## src/rtl/fwd_mux_pkg.sv

```systemverilog
// fwd_mux_pkg -- shared types and constants for the forwarding mux pipe.
//   skid_st_e : occupancy of the 2-entry skid buffer (EMPTY / ONE / FULL)
//   ERRCNT_W  : width of the optional out-of-range select counter
package fwd_mux_pkg;

  typedef enum logic [1:0] {
    EMPTY = 2'b00,
    ONE   = 2'b01,
    FULL  = 2'b10
  } skid_st_e;

  localparam int ERRCNT_W = 16;

endpackage

```

## src/rtl/fwd_mux_sel.sv

```systemverilog
// fwd_mux_sel -- purely combinational N_SRC:1 source select.
//   in_data : N_SRC packed sources, source k at [k*WIDTH +: WIDTH]
//   sel     : source index
//   data    : selected source; any index >= N_SRC falls back to source N_SRC-1
//   oor     : high when sel is out of range (>= N_SRC)
module fwd_mux_sel #(
  parameter  int WIDTH = 32,
  parameter  int N_SRC = 5,
  localparam int SEL_W = $clog2(N_SRC)
) (
  input  logic [N_SRC*WIDTH-1:0] in_data,
  input  logic [SEL_W-1:0]       sel,
  output logic [WIDTH-1:0]       data,
  output logic                   oor
);

  logic [N_SRC-1:0][WIDTH-1:0] src;
  assign src = in_data;

  // Start from the out-of-range fallback; an in-range match overrides it.
  // When N_SRC is a power of two no index is out of range and oor stays 0.
  always_comb begin
    data = src[N_SRC-1];
    oor  = 1'b1;
    for (int k = 0; k < N_SRC; k++) begin
      if (int'(sel) == k) begin
        data = src[k];
        oor  = 1'b0;
      end
    end
  end

endmodule

```

## src/rtl/fwd_mux_pipe.sv

```systemverilog
// fwd_mux_pipe -- select one of N_SRC sources and forward it through a
// 2-entry skid buffer with valid/ready handshakes on both sides.
//
// Optional feature: define FWD_MUX_PIPE_ERRCNT_EN to add err_cnt, a
// saturating count of sel_err pulses (cleared only by reset).
//
// Ports
//   clk, reset_n : clock (rising edge), asynchronous active-low reset
//   in_data      : N_SRC packed sources, source k at [k*WIDTH +: WIDTH]
//   in_sel       : source index; >= N_SRC selects source N_SRC-1
//   in_valid     : input beat valid
//   in_ready     : buffer can take a beat (state != FULL, registered only)
//   out_data     : oldest unsent beat, 0 while empty
//   out_valid    : out_data valid
//   out_ready    : consumer takes out_data
//   flush        : synchronous discard of all buffered beats (top priority)
//   sel_err      : one-cycle pulse after an accepted out-of-range beat
//   err_cnt      : (FWD_MUX_PIPE_ERRCNT_EN only) saturating sel_err count
//
// SEL_W is derived; leave it at its default.
module fwd_mux_pipe
  import fwd_mux_pkg::*;
#(
  parameter int WIDTH = 32,
  parameter int N_SRC = 5,   // legal range 2..16
  parameter int SEL_W = $clog2(N_SRC)
) (
  input  logic                   clk,
  input  logic                   reset_n,
  input  logic [N_SRC*WIDTH-1:0] in_data,
  input  logic [SEL_W-1:0]       in_sel,
  input  logic                   in_valid,
  output logic                   in_ready,
  output logic [WIDTH-1:0]       out_data,
  output logic                   out_valid,
  input  logic                   out_ready,
  input  logic                   flush,
  output logic                   sel_err
`ifdef FWD_MUX_PIPE_ERRCNT_EN
  ,
  output logic [ERRCNT_W-1:0]    err_cnt
`endif
);

  skid_st_e         st, st_nx;
  logic [WIDTH-1:0] head_q, head_nx;   // entry presented on out_data
  logic [WIDTH-1:0] skid_q, skid_nx;   // second entry, only live in FULL
  logic [WIDTH-1:0] sel_data;
  logic             sel_oor;
  logic             acc, xfer;

  fwd_mux_sel #(
    .WIDTH (WIDTH),
    .N_SRC (N_SRC)
  ) u_sel (
    .in_data (in_data),
    .sel     (in_sel),
    .data    (sel_data),
    .oor     (sel_oor)
  );

  // Handshake outputs depend on registered state only, so out_ready never
  // reaches in_ready combinationally.
  assign in_ready  = (st != FULL);
  assign out_valid = (st != EMPTY);
  assign out_data  = (st == EMPTY) ? '0 : head_q;

  assign acc  = in_valid && in_ready;
  assign xfer = out_valid && out_ready;

  always_comb begin
    st_nx   = st;
    head_nx = head_q;
    skid_nx = skid_q;
    if (flush) begin
      st_nx = EMPTY;
    end else begin
      unique case (st)
        EMPTY: begin
          if (acc) begin
            st_nx   = ONE;
            head_nx = sel_data;
          end
        end
        ONE: begin
          case ({acc, xfer})
            2'b10: begin
              st_nx   = FULL;
              skid_nx = sel_data;
            end
            2'b01: st_nx = EMPTY;
            // head leaves and the new beat takes its place: no bubble
            2'b11: head_nx = sel_data;
            default: ;
          endcase
        end
        FULL: begin
          // in_ready is low here, so only a transfer can happen; the skid
          // entry becomes the head to keep order.
          if (xfer) begin
            st_nx   = ONE;
            head_nx = skid_q;
          end
        end
        default: st_nx = EMPTY;
      endcase
    end
  end

  always_ff @(posedge clk or negedge reset_n) begin
    if (!reset_n) begin
      st      <= EMPTY;
      head_q  <= '0;
      skid_q  <= '0;
      sel_err <= 1'b0;
    end else begin
      st      <= st_nx;
      head_q  <= head_nx;
      skid_q  <= skid_nx;
      // a beat that flush throws away never reports an error
      sel_err <= acc && !flush && sel_oor;
    end
  end

`ifdef FWD_MUX_PIPE_ERRCNT_EN
  always_ff @(posedge clk or negedge reset_n) begin
    if (!reset_n)
      err_cnt <= '0;
    else if (sel_err && (err_cnt != '1))
      err_cnt <= err_cnt + ERRCNT_W'(1);
  end
`endif

endmodule

```

## config.mk

```make
export PLATFORM = sky130hd
export DESIGN_NAME = fwd_mux_pipe
export DESIGN_NICKNAME = d
export VERILOG_FILES = /design/src/rtl/fwd_mux_pkg.sv /design/src/rtl/fwd_mux_sel.sv /design/src/rtl/fwd_mux_pipe.sv
export SDC_FILE = /design/constraint.sdc
export NUM_CORES = 1
export LEC_CHECK = 0
export BUFFER_PORTS_ARGS = -buffer_cell sky130_fd_sc_hd__buf_2
export CORE_MARGIN = 1.5
export CORE_UTILIZATION = 49
export CTS_CLUSTER_DIAMETER = 80
export DETAILED_ROUTE_END_ITERATION = 10
export PLACE_DENSITY = 0.82
export SKIP_LAST_GASP = 1
export SLEW_MARGIN = 0
export SYNTH_ARGS = -nofsm -noshare
export SYNTH_HDL_FRONTEND = slang
export SYNTH_HIERARCHICAL = 1
export SYNTH_SLANG_ARGS = --single-unit
```

## constraint.sdc

```tcl
create_clock -name clk -period 2.2 [get_ports clk]
set_input_delay 0.44 -clock clk [delete_from_list [all_inputs] [get_ports clk]]
set_output_delay 0.44 -clock clk [all_outputs]
set_load 0.1 [all_outputs]
```

==> results.toml <==
[cells_and_area]
final_cell_count_no_fill = 708
nFillCells = 715
antennaDiodeCount = 0
num-nets-final = 742
area_growth_pct = 29.3
drive_above_1_share_pct = 64.1
final_area_mm2 = 0.00615

[worst_setup_path]
start_kind = "register"
rrSetupSlack_ps = 430
crit_arrival_ps = 1640
path_class = "register to output port"
critPathCaptureType = "output port"
r2r_cells = 4
path_max_fanout = 33
reg2reg_to = "head_q[10]"
worstReg2RegStart = "st[0]"
crit_required_ps = 1760

[grt]
overflow = 0
grt_pass1_wl_mm = 18.7
grt_pass1_vias = 4007
grt_max_degree = 68
track_usage_pct = 23.6
antenna_found_initial = 0

[placed_design]
place_area_mm2 = 0.00587
hpwlAfterDp_mm = 8.94
io_buffers = 202
numPlacedInstances = 692
place_congestion = 0.772

[pwr]
power_frac_clock_pct = 21.8
power_frac_comb_pct = 39.9
p_per_area_mw_per_mm2 = 740
pwr-share-seq_pct = 38.3
swShare_pct = 36.6
irDropWorstVdd_uv = 459
power.internal_mw = 2.89
switching_power_mw = 1.67
leakage_nw = 3.06
power_mw = 4.55

[detailed_routing]
drt-pass1-iter-count = 4
vias = 3756
totalWireLength_mm = 12.0
wire_per_inst_um = 16.9
drc_errors = 0
dr.first_iter.drc_count = 77
final_antenna_net_count = 0
via_per_inst = 5.31

[cts]
post_cts_buffers = 0
hold_buffers = 0
clock-sinks = 67
cts_tree = "yes"
htreeDepth = 3
cts_buffers = 9
clockBufferDepth = 2
clk_pin_slew_ps = 80
cts-root-buf = "clkbuf_8"
clk_latency_ps = 340

[timing]
min_period_over_period_pct = 94.4
slew_headroom_pct = 67.8
clock_skew_ps = 10.5
hold_viol = 0
fmax_ghz = 0.481
finalSetupViolations = 0
worst_pin_slew_ps = 486
rsz0062_at_grt = "false"
slew_viol_final = 0
fin_crit_ps = 2080

[floorplan]
die_w_um = 102
die_h_um = 102
start_util_pct = 51.0
core-area_mm2 = 0.00933
ioPinCount = 203
dieArea_mm2 = 0.0103
rows = 35

[yosys]
synth_area_leader_cell = "dfrtp_1"
ys_top_cells_by_area = "dfrtp_1 (35%), mux2_2 (16%), mux2i_1 (14%)"
synth_top_area_share_pct = 35.3
netlist_area_mm2 = 0.00475
synthDistinctLibCells = 28
syn_inst = 375
yosys_warnings = 6
postSynthAreaPerCell_um2 = 12.7
synth_seq_area_share_pct = 35.3
ys_ff_latch = 67
syn_nets = 543

[hold_path]
hold_class = "input pin to async pin"

[outcome]
status = "finished, final reports clean"

[job]
drv_cap = 0
-- synth_stat cells, drive strengths merged --
cell / number
mux2: 96
dfrtp: 67
mux2i: 65
nand2: 34
nor2b: 32
o221ai: 32
buf: 26
nor2: 4
clkbuf: 3
dlygate4sd1: 2
nand2b: 2
nand3: 2
a21boi: 1
a21oi: 1
and2b: 1
inv: 1
nand4bb: 1
o21a: 1
o21ba: 1
o31ai: 1
or2: 1
or3b: 1
-- cells in the final DEF (no fill, tap or decap), drive strengths merged, types with 2 or more instances in the layout --
cell type and instances:
clkbuf 9, nand3 2, mux2i 65, mux2 96
clkinvlp 2, dfrtp 67, nor2 4, nand2b 2
nand2 34, buf 219, o221ai 32, nor2b 32
clkinv 4
-- how the worst max path moves through the flow --
stage / depth (start not counted) / slack (ps) / from / to
2_1_floorplan: 3 / -350 / st[0] / out_data[10]
3_5_place_dp: 6 / 200 / in_sel[0] / head_q[25]
3_3_place_gp: 6 / 280 / in_sel[0] / head_q[5]
4_1_cts: 4 / 20 / st[0] / out_data[24]
5_1_grt: 4 / 30 / st[0] / out_valid
6_report: 4 / 120 / st[0] / out_data[24]
-- critical path: stages, from the launching register on --
cell,delay [ps]
dfrtp_1,510
nor2_2,80
buf_6,210
nor2b_1,190
buf_4,320
-- final cells by class --
class	count	area, µm²	area share, %
Clock buffer	9	124	2.02
Multi-Input combinational cell	276	2780	45.2
Clock inverter	7	68.8	1.12
Tap cell	129	161	2.63
Sequential cell	67	1680	27.3
Timing Repair Buffer	219	1330	21.7
Inverter	1	3.75	0.0611
-- through the flow --
step                      setup slack [ps]  setup TNS (ps)  util [%]  hold slack (ps)
final                                  122               0      65.9             98.8
after global routing                  26.4               0      65.9              112
after CTS                             23.5               0      65.8              112
after detailed placement               204               0      62.9              488
after global placement                 279               0      62.9              480
after floorplan                       -354          -10720         -              144
-- power by group through the flow --
stage | sequential [mW] | clock, mW | combinational, mW
final | 1.74 | 0.991 | 1.82
after global routing | 1.78 | 1.08 | 1.92
after detailed placement | 1.76 | 0 | 1.78
after floorplan | 1.70 | 0 | 1.41
after global placement | 1.73 | 0 | 1.73
after CTS | 1.74 | 1.02 | 1.83
-- flip-flops by register name, indices dropped and copies added, names as in the netlist --
| register | count |
|---|---|
| st | 2 |
| head_q | 32 |
| sel_err | 1 |
| skid_q | 32 |
-- what timing repair did --
item / 4_1_cts / 5_1_grt
endpoints found under the hold margin: 0 / 0
cloned: 0 / 0
gates resized for setup: 32 / 2
endpoints found under the setup margin: 32 / 33
-- routing by layer --
layer	vias up	part of all wire [%]	wire, µm	GRT usage [%]
met5	-	0	0	0
met4	0	1.8	215	10.1
met3	17	4.8	578	3.31
met2	136	52	6290	43.5
met1	1825	41	4920	27.1
li1	1778	-	-	-
-- cell families after synthesis --
group / after synthesis / share of synthesized area, %
mux: 161 / 38.8
buf+inv: 32 / 6.45
flops: 67 / 35.3
simple gates: 78 / 8.58
compound gates: 37 / 10.9
(Power assumes the default switching activity.)
